`src/rtl/key_controller.sv`:
```
// Avalon-MM slave exposing debounced push-button levels, a W1C press-capture
// register and a masked level interrupt to the CPU.
module key_controller #(
  parameter int unsigned KEY_W   = 4,
  parameter int unsigned DEB_CNT = 1000000,
  parameter int unsigned CNT_W   = 20
) (
  input  logic             clk,
  input  logic             rst_n,
  input  logic [1:0]       avs_address,
  input  logic             avs_read,
  output logic [31:0]      avs_readdata,
  input  logic             avs_write,
  input  logic [31:0]      avs_writedata,
  input  logic [KEY_W-1:0] key,
  output logic             irq
);

  localparam logic [CNT_W-1:0] CntMax = CNT_W'(DEB_CNT - 1);

  logic [KEY_W-1:0] sync1_q, sync2_q;
  logic [KEY_W-1:0] pressed;
  logic [KEY_W-1:0] stable_q, stable_d;
  logic [KEY_W-1:0] stable_prev_q;
  logic [KEY_W-1:0] mask_q, mask_d;
  logic [KEY_W-1:0] edge_q, edge_d;
  logic [KEY_W-1:0] w1c;
  logic [CNT_W-1:0] cnt_q [KEY_W];
  logic [CNT_W-1:0] cnt_d [KEY_W];
  logic             irq_q, irq_d;
  logic [31:0]      rdata_q, rdata_d;
  logic [31:0]      rd_mux;
  logic             unused_wdata;

  // Only the low KEY_W bits of write data are meaningful.
  assign unused_wdata = ^avs_writedata;

  assign pressed = ~sync2_q;

  always_comb begin
    stable_d = stable_q;
    for (int i = 0; i < KEY_W; i++) begin
      cnt_d[i] = '0;
      if (pressed[i] != stable_q[i]) begin
        if (cnt_q[i] == CntMax) begin
          stable_d[i] = pressed[i];
        end else begin
          cnt_d[i] = cnt_q[i] + 1'b1;
        end
      end
    end
  end

  always_comb begin
    w1c    = '0;
    mask_d = mask_q;
    if (avs_write && avs_address == 2'd2) begin
      w1c = avs_writedata[KEY_W-1:0];
    end
    if (avs_write && avs_address == 2'd1) begin
      mask_d = avs_writedata[KEY_W-1:0];
    end
    // A press arriving with a clear on the same bit keeps the bit set.
    edge_d = (edge_q & ~w1c) | (stable_q & ~stable_prev_q);
    irq_d  = |(edge_q & mask_q);
  end

  always_comb begin
    rd_mux = '0;
    unique case (avs_address)
      2'd0:    rd_mux[KEY_W-1:0] = stable_q;
      2'd1:    rd_mux[KEY_W-1:0] = mask_q;
      2'd2:    rd_mux[KEY_W-1:0] = edge_q;
      default: rd_mux = '0;
    endcase
    rdata_d = avs_read ? rd_mux : rdata_q;
  end

  always_ff @(posedge clk) begin
    if (!rst_n) begin
      sync1_q       <= '1;
      sync2_q       <= '1;
      stable_q      <= '0;
      stable_prev_q <= '0;
      mask_q        <= '0;
      edge_q        <= '0;
      irq_q         <= 1'b0;
      rdata_q       <= '0;
      for (int i = 0; i < KEY_W; i++) begin
        cnt_q[i] <= '0;
      end
    end else begin
      sync1_q       <= key;
      sync2_q       <= sync1_q;
      stable_q      <= stable_d;
      stable_prev_q <= stable_q;
      mask_q        <= mask_d;
      edge_q        <= edge_d;
      irq_q         <= irq_d;
      rdata_q       <= rdata_d;
      for (int i = 0; i < KEY_W; i++) begin
        cnt_q[i] <= cnt_d[i];
      end
    end
  end

  assign avs_readdata = rdata_q;
  assign irq          = irq_q;

endmodule

```
`config.mk`:
```
export PLATFORM = sky130hd
export DESIGN_NAME = key_controller
export DESIGN_NICKNAME = d
export VERILOG_FILES = /design/src/rtl/key_controller.sv
export SDC_FILE = /design/constraint.sdc
export NUM_CORES = 1
export LEC_CHECK = 0
export CAP_MARGIN = 20
export CORE_ASPECT_RATIO = 0.6
export CORE_MARGIN = 10
export CORE_UTILIZATION = 46
export CTS_CLUSTER_DIAMETER = 60
export DETAILED_ROUTE_END_ITERATION = 10
export PLACE_DENSITY = 0.7
export SLEW_MARGIN = 30
export SYNTH_ARGS = -nofsm -noshare
export SYNTH_HDL_FRONTEND = slang
export SYNTH_SLANG_ARGS = --single-unit
```
`constraint.sdc`:
```
create_clock -name clk -period 2.6 [get_ports clk]
set_input_delay 0.26 -clock clk [delete_from_list [all_inputs] [get_ports clk]]
set_output_delay 0.26 -clock clk [all_outputs]
set_load 0.1 [all_outputs]
```
==> results.ini <==
[routing]
wl_per_cell_um=13.3
viasPerCell=5.12
drtAntennaViolNets=0
routed_wl_mm=9.41
vias=3618
drc=0
drt_pass1_iterations=6
drtIter0Drc=193

[layout]
final_area_um2=5390
area_growth_pct=9.59
num_antenna_cells=0
stdcell_count=706
fin_nets=609
drive_above_1_share_pct=6.70

[clock_tree]
cts_tree=yes
clk_latency_ps=350
clockRootBuffer=clkbuf_16
cts_buffers=9
clkSinkCount=109
cts_hold_buf=0
post_cts_resized=0
clkTransAtPathRegs_ps=70
cts_setup_buffers=0
h-tree-depth=3
cts_max_path_buffers=2

[timing]
fin_ws_ps=342
relSlewSlack_pct=51.8
hold_viol_final=0
tightest_slew_ps=720
finClkSkew_ps=6.44
finalSetupTns_ps=0
fin_crit_sh_pct=86.8
finalMaxSlewViolations=0
rsz0062_at_grt=no
max_freq_mhz=443
fin_crit_ps=2260
setup_viol=0

[setup_path]
critical-path-top-delay-family=simple AND/OR/NAND/NOR gates
crit_slowest_cell=or4_4
crit_path_start_kind=flop
worstPathCellList=or4b_1 > or4_4 > o211ai_4 > a21oi_1
critical_path_arrival_ps=2460
cp_slowest_stage_delay_ps=590
worst_setup_path_end_kind=flop
worstSetupPathType=reg -> reg
worst-path-max-fanout=19
r2r_slack_ps=340
cp_num_buf_inv=0
worstPathRequired_ps=2800

[place]
dp_hpwl_mm=6.76
dp.cells=691
gp_congestion=0.797
port-buffer-count=18
place_ws_ps=368
dpl_cell_area_um2=5120

[global_route]
overflow=0
antenna_found_initial=0
grt_max_degree=21
grt_first_pass_wirelength_mm=16.2
grt_usage_pct=12.5
grt_pass1_vias=3486

[floorplan]
io-pin-count=75
die-area_um2=15400
die_height_um=100
rows=29
initial_core_util_pct=46.9
core_area_um2=10500
die_x_um=154

[logic_synthesis]
syn_avg_cell_area_um2=9.01
synth_area_leaders=dfxtp_1, xor2_1, xnor2_1, buf_4, nor2_1
synth-main-ff-cell=dfxtp_1
ys_ff_latch=109
synth_area_um2=4920
synth.top_cell.area_share_pct=44.4
synth_cell_types=49
yosysTopAreaCell=dfxtp_1
synth_cells=546
synth_edf_count=0
synthArstFlopShare_pct=0
ys_warn_count=0
ys_seq_area_share_pct=44.4

[job]
cap_violations=0

[power]
power_leakage_nw=1.82
peakVddDrop_v=0.000273
p_per_area_nw_per_um2=603
finalPower_w=0.00325

[worst_hold_path]
hold_class=reg -> reg

[status]
outcome=completed

## cells by family (layout without fill, tap and decap cells)
logic type,after synthesis,count (layout),share of synthesized area (%)
flip-flops,109,109,44.4
multiplexers,9,9,1.86
XOR/XNOR,54,54,9.61
adder cells (fa/ha/maj),4,4,1.02
AO/OA/AOI/OAI,68,68,9.33
AND/OR/NAND/NOR,241,241,26.7
buffers and inverters,60,54,7.07
other,1,28,0.0762
## synthesized netlist by cell type, drive strengths merged (7+ instances only)
master and number:
a21oi 26, and2 9, and3 9, buf 33, clkbuf 12, dfxtp 109
inv 15, mux2i 8, nand2 28, nand2b 9, nand3 31, nand4 19
nor2 60, nor2b 14, nor3 7, nor4 8, o211ai 8, o21ai 14
o31ai 7, or3 13, or4 13, xnor2 26, xor2 28
## state kept, by name (all words and copies together), names as in the netlist
register and flops:
stable_q 4, edge_q 4, irq 1, sync1_q 4
cnt_q 80, mask_q 4, stable_prev_q 4, sync2_q 4
avs_readdata 4
## worst reg2reg max path, stage by stage (launching register included)
cell	delay, ps
dfxtp_1	370
or4b_1	560
or4_4	590
o211ai_4	500
a21oi_1	110
## through the flow
stage | util, % | hold WS (ps)
2_1_floorplan | - | 361
3_3_place_gp | 48.8 | 392
3_5_place_dp | 48.8 | 392
4_1_cts | 51.4 | 409
5_1_grt | 51.4 | 422
6_report | 51.4 | 408
## placed cells by master (no fill, tap or decap), types with 3 or more instances in the layout
cell type / n
nor3_1: 7
o211a_1: 4
and3_1: 9
and2_1: 9
nor2_1: 60
o21ai_0: 14
or3_1: 13
inv_1: 15
nor4_1: 8
nand2b_1: 9
or4_1: 12
a21oi_1: 26
ha_1: 4
nand3_1: 31
xor2_1: 28
nand4_1: 19
mux2i_1: 8
o211ai_2: 3
o31ai_1: 7
nor4b_1: 4
conb_1: 28
dfxtp_1: 109
xnor2_1: 26
nor2b_1: 14
clkdlybuf4s50_1: 13
buf_4: 11
nand2_1: 28
clkbuf_16: 9
and4_1: 5
o211ai_1: 4
## final timing paths
| kind | depth (start not counted) | to | start |
|---|---|---|---|
| worst max-delay path | 4 | cnt_q[3][18] | cnt_q[3][8] |
| worst min-delay path | 1 | sync2_q[2] | sync1_q[2] |
| worst max register to register | 4 | cnt_q[3][18] | cnt_q[3][8] |
| worst min register to register | 1 | sync2_q[2] | sync1_q[2] |
## layout make-up
type	count	area, µm²
clock inverters	4	32.5
inverters	15	56.3
flip-flops and latches	109	2180
well taps	139	174
multi-input cells	404	2490
clock buffers	11	243
fillers	970	5090
repair buffers	24	213
## power breakdown
| group | internal, W | switching (W) | total, W |
|---|---|---|---|
| clock network | 0.000678 | 0.000603 | 0.00128 |
| logic | 0.0000426 | 0.000239 | 0.000282 |
| registers | 0.00168 | 0.00000777 | 0.00169 |
| total | 0.00240 | 0.000850 | 0.00325 |
## metal layers
layer | up-vias | global-route usage, % | wire [µm]
met5 | - | 0 | 0
met3 | 8 | 4.74 | 485
met1 | 1670 | 16.6 | 4890
li1 | 1890 | - | -
met2 | 50 | 18.4 | 3940
met4 | 0 | 3.54 | 98
Note: power is estimated with default switching activity, not from simulation.
